--- config.mk ---
export PLATFORM = sky130hd
export DESIGN_NAME = fp_op_issue_queue
export DESIGN_NICKNAME = d
export VERILOG_FILES = /design/src/rtl/fp_issue_pkg.sv /design/src/rtl/fp_req_fifo.sv /design/src/rtl/fp_op_issue_queue.sv
export SDC_FILE = /design/constraint.sdc
export NUM_CORES = 1
export LEC_CHECK = 0
export ABC_AREA = 1
export CAP_MARGIN = 30
export CORE_ASPECT_RATIO = 0.75
export CORE_MARGIN = 5
export CORE_UTILIZATION = 35
export DETAILED_ROUTE_END_ITERATION = 7
export SYNTH_ARGS = -nofsm -noshare
export SYNTH_HDL_FRONTEND = slang
export SYNTH_SLANG_ARGS = --single-unit
--- constraint.sdc ---
create_clock -name clk -period 5.1 [get_ports clk]
set_input_delay 1.02 -clock clk [delete_from_list [all_inputs] [get_ports clk]]
set_output_delay 1.02 -clock clk [all_outputs]
set_load 0.005 [all_outputs]
--- src/rtl/fp_issue_pkg.sv ---
// fp_issue_pkg: shared constants and types for the FP operation issue queue.
// Holds the FP unit opcode encoding, per-op unit latencies, the FSM state
// encoding and the quiet-NaN pattern returned on a watchdog abort.
package fp_issue_pkg;

  // Opcode values driven on the FP unit's n select
  localparam logic [1:0] OP_ADD     = 2'd0;
  localparam logic [1:0] OP_SUB     = 2'd1;
  localparam logic [1:0] OP_MUL     = 2'd2;
  localparam logic [1:0] OP_ILLEGAL = 2'd3;

  // FP unit latency in cycles from the start edge until done returns high
  localparam int unsigned LAT_ADD = 7;
  localparam int unsigned LAT_SUB = 7;
  localparam int unsigned LAT_MUL = 5;

  // Result reported when the watchdog abandons an operation
  localparam logic [31:0] QNAN = 32'h7FC0_0000;

  // Issue sequencer states
  typedef enum logic [1:0] {
    ST_IDLE  = 2'd0,
    ST_ISSUE = 2'd1,
    ST_WAIT  = 2'd2,
    ST_RESP  = 2'd3
  } state_e;

  // Nominal unit latency for an opcode; illegal ops complete at once
  function automatic int unsigned op_latency(input logic [1:0] op);
    case (op)
      OP_ADD:  return LAT_ADD;
      OP_SUB:  return LAT_SUB;
      OP_MUL:  return LAT_MUL;
      default: return 0;
    endcase
  endfunction

endpackage

--- src/rtl/fp_req_fifo.sv ---
// fp_req_fifo: synchronous request FIFO with full/empty flags.
// Pointers carry one extra wrap bit so full and empty are told apart without
// a separate occupancy counter. The head entry is presented combinationally
// and is captured by the consumer's own register on a pop.
module fp_req_fifo #(
  parameter int DEPTH = 4,
  parameter int WIDTH = 70
) (
  input  logic             clk,
  input  logic             reset_n,
  input  logic             wr_en_i,
  input  logic [WIDTH-1:0] wr_data_i,
  input  logic             rd_en_i,
  output logic [WIDTH-1:0] rd_data_o,
  output logic             full_o,
  output logic             empty_o
);

  localparam int AW = $clog2(DEPTH);
  localparam logic [AW:0] PTR_ONE = (AW + 1)'(1);

  logic [WIDTH-1:0] mem_q [DEPTH];
  logic [AW:0]      wptr_q;
  logic [AW:0]      rptr_q;
  logic             do_wr;
  logic             do_rd;

  assign do_wr = wr_en_i && !full_o;
  assign do_rd = rd_en_i && !empty_o;

  // Advance write/read pointers on accepted push/pop
  always_ff @(posedge clk or negedge reset_n) begin
    if (!reset_n) begin
      wptr_q <= '0;
      rptr_q <= '0;
    end else begin
      if (do_wr) wptr_q <= wptr_q + PTR_ONE;
      if (do_rd) rptr_q <= rptr_q + PTR_ONE;
    end
  end

  // Storage array; contents need no reset since the pointers gate visibility
  always_ff @(posedge clk) begin
    if (do_wr) mem_q[wptr_q[AW-1:0]] <= wr_data_i;
  end

  assign rd_data_o = mem_q[rptr_q[AW-1:0]];
  assign empty_o   = (wptr_q == rptr_q);
  assign full_o    = (wptr_q[AW] != rptr_q[AW]) &&
                     (wptr_q[AW-1:0] == rptr_q[AW-1:0]);

endmodule

--- src/rtl/fp_op_issue_queue.sv ---
// fp_op_issue_queue: buffers FP add/sub/mul requests, issues them one at a
// time to the multi-cycle FP unit and returns results with their tags in
// request order over a valid/ready response port.
// Optional watchdog abort in WAIT: define FP_OP_ISSUE_QUEUE_TIMEOUT_EN.
module fp_op_issue_queue
  import fp_issue_pkg::*;
#(
  parameter int DEPTH   = 4,
  parameter int TAG_W   = 4,
  parameter int TIMEOUT = 15
) (
  input  logic             clk,
  input  logic             reset_n,
  input  logic             req_valid,
  output logic             req_ready,
  input  logic [1:0]       req_op,
  input  logic [31:0]      req_a,
  input  logic [31:0]      req_b,
  input  logic [TAG_W-1:0] req_tag,
  output logic             rsp_valid,
  input  logic             rsp_ready,
  output logic [31:0]      rsp_data,
  output logic [TAG_W-1:0] rsp_tag,
  output logic             rsp_err,
  output logic [31:0]      fu_dataa,
  output logic [31:0]      fu_datab,
  output logic [1:0]       fu_n,
  output logic             fu_start,
  output logic             fu_clk_en,
  input  logic [31:0]      fu_result,
  input  logic             fu_done
);

  localparam int ENTRY_W = 2 + 32 + 32 + TAG_W;

  // Reject configurations the pointer scheme and 5-bit watchdog cannot hold
  if (DEPTH < 2 || DEPTH > 16 || (DEPTH & (DEPTH - 1)) != 0 ||
      TIMEOUT < 1 || TIMEOUT > 31) begin : g_param_check
    $error("fp_op_issue_queue: DEPTH must be a power of two in 2..16, TIMEOUT in 1..31");
  end

  logic               fifo_full;
  logic               fifo_empty;
  logic               push;
  logic               pop;
  logic [ENTRY_W-1:0] fifo_wdata;
  logic [ENTRY_W-1:0] fifo_rdata;
  logic [1:0]         head_op;
  logic [31:0]        head_a;
  logic [31:0]        head_b;
  logic [TAG_W-1:0]   head_tag;

  state_e             state_q;
  logic [1:0]         op_q;
  logic [31:0]        a_q;
  logic [31:0]        b_q;
  logic [TAG_W-1:0]   tag_q;
  logic               fu_start_q;
  logic               fu_clk_en_q;
  logic               wait_first_q;
  logic               rsp_valid_q;
  logic [31:0]        rsp_data_q;
  logic [TAG_W-1:0]   rsp_tag_q;
  logic               rsp_err_q;

`ifdef FP_OP_ISSUE_QUEUE_TIMEOUT_EN
  localparam logic [4:0] WDOG_LAST = 5'(TIMEOUT - 1);
  logic [4:0]         wdog_q;
`endif

  assign req_ready  = !fifo_full;
  assign push       = req_valid && !fifo_full;
  assign fifo_wdata = {req_op, req_a, req_b, req_tag};
  assign {head_op, head_a, head_b, head_tag} = fifo_rdata;

  // Pop the head when the sequencer is free: from IDLE with no result pending,
  // or from RESP in the same cycle the consumer takes the current result
  assign pop = !fifo_empty &&
               ((state_q == ST_IDLE && !rsp_valid_q) ||
                (state_q == ST_RESP && rsp_ready));

  fp_req_fifo #(
    .DEPTH (DEPTH),
    .WIDTH (ENTRY_W)
  ) u_fifo (
    .clk       (clk),
    .reset_n   (reset_n),
    .wr_en_i   (push),
    .wr_data_i (fifo_wdata),
    .rd_en_i   (pop),
    .rd_data_o (fifo_rdata),
    .full_o    (fifo_full),
    .empty_o   (fifo_empty)
  );

  // Issue sequencer with operand and response registers
  always_ff @(posedge clk or negedge reset_n) begin
    if (!reset_n) begin
      state_q      <= ST_IDLE;
      op_q         <= '0;
      a_q          <= '0;
      b_q          <= '0;
      tag_q        <= '0;
      fu_start_q   <= 1'b0;
      fu_clk_en_q  <= 1'b0;
      wait_first_q <= 1'b0;
      rsp_valid_q  <= 1'b0;
      rsp_data_q   <= '0;
      rsp_tag_q    <= '0;
      rsp_err_q    <= 1'b0;
`ifdef FP_OP_ISSUE_QUEUE_TIMEOUT_EN
      wdog_q       <= '0;
`endif
    end else begin
      fu_clk_en_q <= 1'b1;
      fu_start_q  <= 1'b0;

      case (state_q)
        ST_IDLE: begin
          if (pop) state_q <= ST_ISSUE;
        end
        ST_ISSUE: begin
          // The unit latches start on this edge; its done flag is only
          // trustworthy from the following edge onwards
          wait_first_q <= 1'b1;
`ifdef FP_OP_ISSUE_QUEUE_TIMEOUT_EN
          wdog_q       <= '0;
`endif
          state_q      <= ST_WAIT;
        end
        ST_WAIT: begin
          wait_first_q <= 1'b0;
          if (!wait_first_q && fu_done) begin
            rsp_valid_q <= 1'b1;
            rsp_data_q  <= fu_result;
            rsp_tag_q   <= tag_q;
            rsp_err_q   <= (op_q == OP_ILLEGAL);
            state_q     <= ST_RESP;
          end
`ifdef FP_OP_ISSUE_QUEUE_TIMEOUT_EN
          else if (wdog_q == WDOG_LAST) begin
            rsp_valid_q <= 1'b1;
            rsp_data_q  <= QNAN;
            rsp_tag_q   <= tag_q;
            rsp_err_q   <= 1'b1;
            state_q     <= ST_RESP;
          end else begin
            wdog_q <= wdog_q + 5'd1;
          end
`endif
        end
        ST_RESP: begin
          if (rsp_ready) begin
            rsp_valid_q <= 1'b0;
            state_q     <= pop ? ST_ISSUE : ST_IDLE;
          end
        end
        default: state_q <= ST_IDLE;
      endcase

      // Head of queue moves into the operand registers and starts the unit
      if (pop) begin
        op_q       <= head_op;
        a_q        <= head_a;
        b_q        <= head_b;
        tag_q      <= head_tag;
        fu_start_q <= 1'b1;
      end
    end
  end

  assign rsp_valid = rsp_valid_q;
  assign rsp_data  = rsp_data_q;
  assign rsp_tag   = rsp_tag_q;
  assign rsp_err   = rsp_err_q;
  assign fu_dataa  = a_q;
  assign fu_datab  = b_q;
  assign fu_n      = op_q;
  assign fu_start  = fu_start_q;
  assign fu_clk_en = fu_clk_en_q;

endmodule

* Word-level counts from Yosys, hierarchy flattened
Memories as Yosys holds them, arrays and structs flattened. A register that Yosys moved wholly into a read port is not among the register bits. Index checks and enable logic that the tools add are counted.
Word-level totals: flip-flop bits (word level) 49, bits in writable memories 280, input bits 107, output and inout port bits 107, memories kept 1
Operators by class: $add $sub $neg 2, eq/ne operators 10, muxes and demuxes 12, reduce and logical (&&, ||, !) cells 20
Memories:
- u_fifo.mem_q | depth 4, width 70, read ports 1, clocked after memory_dff 1, wr ports 1, line fp_req_fifo.sv:22 | logic [WIDTH-1:0] mem_q [DEPTH];
Operator list (count):
- 1-bit logical AND | 8
- 2-bit one-hot mux with 4 select lines | 1
- 3-bit by 1-bit adder with 3-bit output, second input constant | 2
- 2-bit equality test, second input constant | 3
- 1-bit 2-to-1 mux | 6
- 2-bit 2-to-1 mux | 3
- 2-bit != test, second input constant | 3
- 3-bit AND reduction | 2
- 1-bit zero test | 5
- 1-bit one-hot mux with 2 select lines | 2
- 2-bit nonzero test | 2
- 3-bit equality test | 1
- 2-bit by 1-bit equality test with 1-bit output, second input constant | 1
- 2-bit equality test | 1
- 2-bit zero test | 1
- 2-bit AND reduction | 1
- 1-bit logical OR | 1
- 1-bit != test | 1

* Longest topological paths before layout
depth after elaboration 7, gate-level depth with buffers 11, mapped depth without buffers 9

* Cells and area by module
From an unflattened synthesis, not the netlist that was laid out.
Second synthesis, totals: cell total of the unflattened synthesis 1230, area total of the unflattened synthesis 15105.7 um^2
Modules (own cells, without submodules):
- fp_req_fifo | times used 1, cells an instance 738, area an instance 10730.3 um^2
- fp_op_issue_queue | times used 1, cells an instance 492, area an instance 4375.4 um^2

* Least setup slack after synthesis
Ideal clock, no wire load.
path type input port to flip-flop, from input port req_valid, to memory u_fifo.mem_q[3][0] (enable), data arrival time 4.144 ns, required time 4.600 ns, slack 0.456 ns, cell stages on the path 2, buffers on the path 0, cells stage by stage nand2_1 > nor2_1
On the way: word-level cells in the longest chain between the ends 4
RTL lines:
- start, declared | line fp_op_issue_queue.sv:14 | input logic req_valid,
- 1-bit logical AND | line fp_op_issue_queue.sv:72 | assign push = req_valid && !fifo_full;
- 1-bit logical AND | line fp_req_fifo.sv:28 | assign do_wr = wr_en_i && !full_o;
- 1-bit 2-to-1 mux | line fp_req_fifo.sv:44 | if (do_wr) mem_q[wptr_q[AW-1:0]] <= wr_data_i;
- 1-bit 2-to-1 mux (not written as such) | line fp_req_fifo.sv:44
- end, declared | line fp_req_fifo.sv:22
Every way passes these cells.

* Worst setup path in the final report
from register u_fifo.rptr_q[0], to output port req_ready
On the way: word-level cells in the longest chain between the ends 3
RTL lines:
- start, declared | line fp_req_fifo.sv:24 | logic [AW:0] rptr_q;
- start signal, assigned | line fp_req_fifo.sv:38 | if (do_rd) rptr_q <= rptr_q + PTR_ONE;
- 2-bit equality test | line fp_req_fifo.sv:50 | (wptr_q[AW-1:0] == rptr_q[AW-1:0]);
- 1-bit logical AND | line fp_req_fifo.sv:49 | assign full_o = (wptr_q[AW] != rptr_q[AW]) &&
- 1-bit zero test | line fp_op_issue_queue.sv:71 | assign req_ready = !fifo_full;
- end, declared | line fp_op_issue_queue.sv:15 | output logic req_ready,
Every way passes these cells.

==> results.ini <==
[run_status]
status=finished, final reports clean

[synthesis]
syn_area_per_cell_um2=12.4
muxShareOfSynthArea=0
synth_cells=1214
synth_edf_count=280
synth_warnings=0
syn_nets=1329
ys_types=22
synth_ff_type=edfxtp_1
netlist_area_um2=15000
synth_top_family_by_area=simple AND/OR/NAND/NOR gates
ys_seq_area_frac=0.759
yosys.area_share.simple=0.124
ys_ff_latch=399
synth_compound_area_frac=0.0803
synthArstFlopShare=0.298
synth-adder-area-share=0.00668
yosys.area_share.xor_xnor=0.00175

[die]
die_h_um=189
std_cell_rows=65
start_util=0.355
io_pins=214
die_w_um=249
core-area_um2=42200
dieArea_um2=47100

[clocking]
clockBufferDepth=3
cts_tree=yes
numCtsBuffers=41
clk_latency_ns=0.54
post_cts_resize_count=0
hold_buffers=0
clk_pin_slew_worst_paths_ns=0.06
postCtsSetupBuffers=0
root_buffer=clkbuf_16
h-tree-depth=2
clkSinkCount=399

[global_route]
grt_pass1_wl_mm=57.8
grt.total_usage=0.155
grt_max_degree=82
antenna_found_initial=6
grt_pass1_vias=9686
overflow=0

[placement]
gp_congestion=0.714
dp_worst_setup_slack_ns=1.57
place.port_buffers=213
hpwl_mm=21.8

[route]
drtPass1Iterations=5
ant_nets=0
routed_wl_mm=37.0
drtIter0Drc=731
post-route-drc-count=0
routedWlPerCell_um=18.3
vias=9586
via_per_inst=4.74

[sta]
slew_viol_final=0
worstMarginPinSlew_ns=0.877
fin_skew_ns=0.0148
setup_violations=0
maxSlewHeadroom=0.415
worst_slack_ns=1.23
hold_viol_final=0
fin_crit_ns=3.87
clock.fmax_ghz=0.259
finalCritPeriodShare=0.758
rsz0062_at_grt=false
tns_ns=0

[critical_path]
crit_fanout=67
crit_arrival_ns=2.85
crit_path_start_kind=flop
crit_required_ns=4.08
worst_setup_path_end_kind=output pin
crit_type=flop to output pin

[cells_and_area]
fin_nets=1535
layout-drive-gt1-share=0.0613
syn_to_final_growth_pct=27.2

[flow_run]
maxCapViolCount=0

[pwr]
p_comb_frac=0.328
power_density_nw_per_um2=619
p_seq_frac=0.421
internal_power_uw=7800
leakage_uw=0.00729
power_frac_clock=0.251
switching_share=0.340
peakVddDrop_v=0.000251
switchingPower_uw=4010

[worst_hold_path]
hold_path_class=flop to flop

## flip-flops by register name, indices dropped and copies added, names as in the netlist
name           cells
tag_q              4
fu_n               2
fu_start           1
fu_clk_en          1
rsp_err            1
u_fifo.rptr_q      3
wait_first_q       1
rsp_tag            4
fu_dataa          32
u_fifo.wptr_q      3
rsp_data          32
u_fifo.mem_q     280
state_q            2
rsp_valid          1
fu_datab          32
## path summary, 6_finish.rpt
path / from / to / slack (ns) / cells after the start
max: u_fifo.rptr_q[0]$_DFFE_PN0P_ / req_ready / 1.23 / 5
min: tag_q[0]$_DFFE_PN0P_ / rsp_tag[0]$_DFFE_PN0P_ / 0.47 / 2
max reg2reg: u_fifo.rptr_q[0]$_DFFE_PN0P_ / u_fifo.mem_q[3][15]$_DFFE_PP_ / 1.52 / 7
min reg2reg: tag_q[0]$_DFFE_PN0P_ / rsp_tag[0]$_DFFE_PN0P_ / 0.47 / 2
max in group asynchronous: reset_n / u_fifo.rptr_q[0]$_DFFE_PN0P_ / 3.34 / 2
min in group asynchronous: reset_n / fu_datab[19]$_DFFE_PN0P_ / 0.54 / 1
## through the flow
stage               cell area, µm²  power, µW  std cells  hold slack, ns  utilization
global placement             17700       8910       1945           0.458        0.419
finish                       19100      11800       2023           0.474        0.452
floorplan                    15000       7190       1214           0.442            -
detailed placement           17700       8990       1946           0.459        0.420
global route                 19100      12700       2023           0.496        0.452
CTS                          19100      12000       2022           0.476        0.452
## power groups by stage
stage               Clock (µW)  Combinational, µW  Sequential, µW
floorplan                    0               2280            4910
global placement             0               3890            5020
detailed placement           0               3950            5040
CTS                       3050               3980            4990
global route              3200               4400            5080
finish                    2970               3870            4970
## metal layers
layer	vias to the layer above	routed length [µm]	global-route usage	share of wire
li1	4621	-	-	-
met1	4631	17300	0.222	0.47
met2	260	16300	0.235	0.44
met3	64	2620	0.0444	0.071
met4	10	710	0.0357	0.019
met5	-	68	0	0.0018
## cells in the final DEF, fill, tap and decap left out, types with 4 or more instances in the layout
master,count
clkbuf_1,12
nor2_1,143
clkdlybuf4s50_1,212
nand2_1,339
nor2_4,4
buf_4,15
clkinv_1,6
o22ai_1,70
clkinv_2,5
clkbuf_16,44
edfxtp_1,280
clkbuf_8,6
dfrtp_1,117
ha_1,8
inv_1,16
o21ai_0,149
## Yosys cell counts (7+ instances only)
| cell type | n | area share |
|---|---|---|
| buf_2 | 18 | 0.0060 |
| buf_6 | 7 | 0.0053 |
| clkbuf_1 | 42 | 0.011 |
| dfrtp_1 | 119 | 0.20 |
| edfxtp_1 | 280 | 0.56 |
| ha_1 | 8 | 0.0067 |
| inv_1 | 16 | 0.0040 |
| nand2_1 | 339 | 0.085 |
| nor2_1 | 147 | 0.037 |
| o21ai_0 | 149 | 0.050 |
| o22ai_1 | 70 | 0.029 |
## cell families (layout without fill, tap and decap cells)
logic type	Yosys count	count (layout)
adder cells (fa/ha/maj)	8	8
other	1	2
flip-flops	399	399
AND/OR/NAND/NOR	492	492
AO/OA/AOI/OAI	223	223
XOR/XNOR	3	3
buffers and inverters	88	327
## layout make-up
type / instances / area [µm²]
clock inverters: 14 / 124
diodes: 1 / 2.50
clock buffers: 62 / 1230
fillers: 3763 / 23100
repair buffers: 231 / 2310
inverters: 20 / 78.8
well taps: 569 / 712
flip-flops and latches: 399 / 11400
multi-input cells: 727 / 3230
## critical path: stages, from the launching register on
cell	delay, ns
dfrtp_4	0.89
inv_4	0.42
nand2_1	0.14
nand2_1	0.09
nand4_1	0.12
clkdlybuf4s50_1	0.58
No activity file was read; power rests on OpenSTA's default activity.
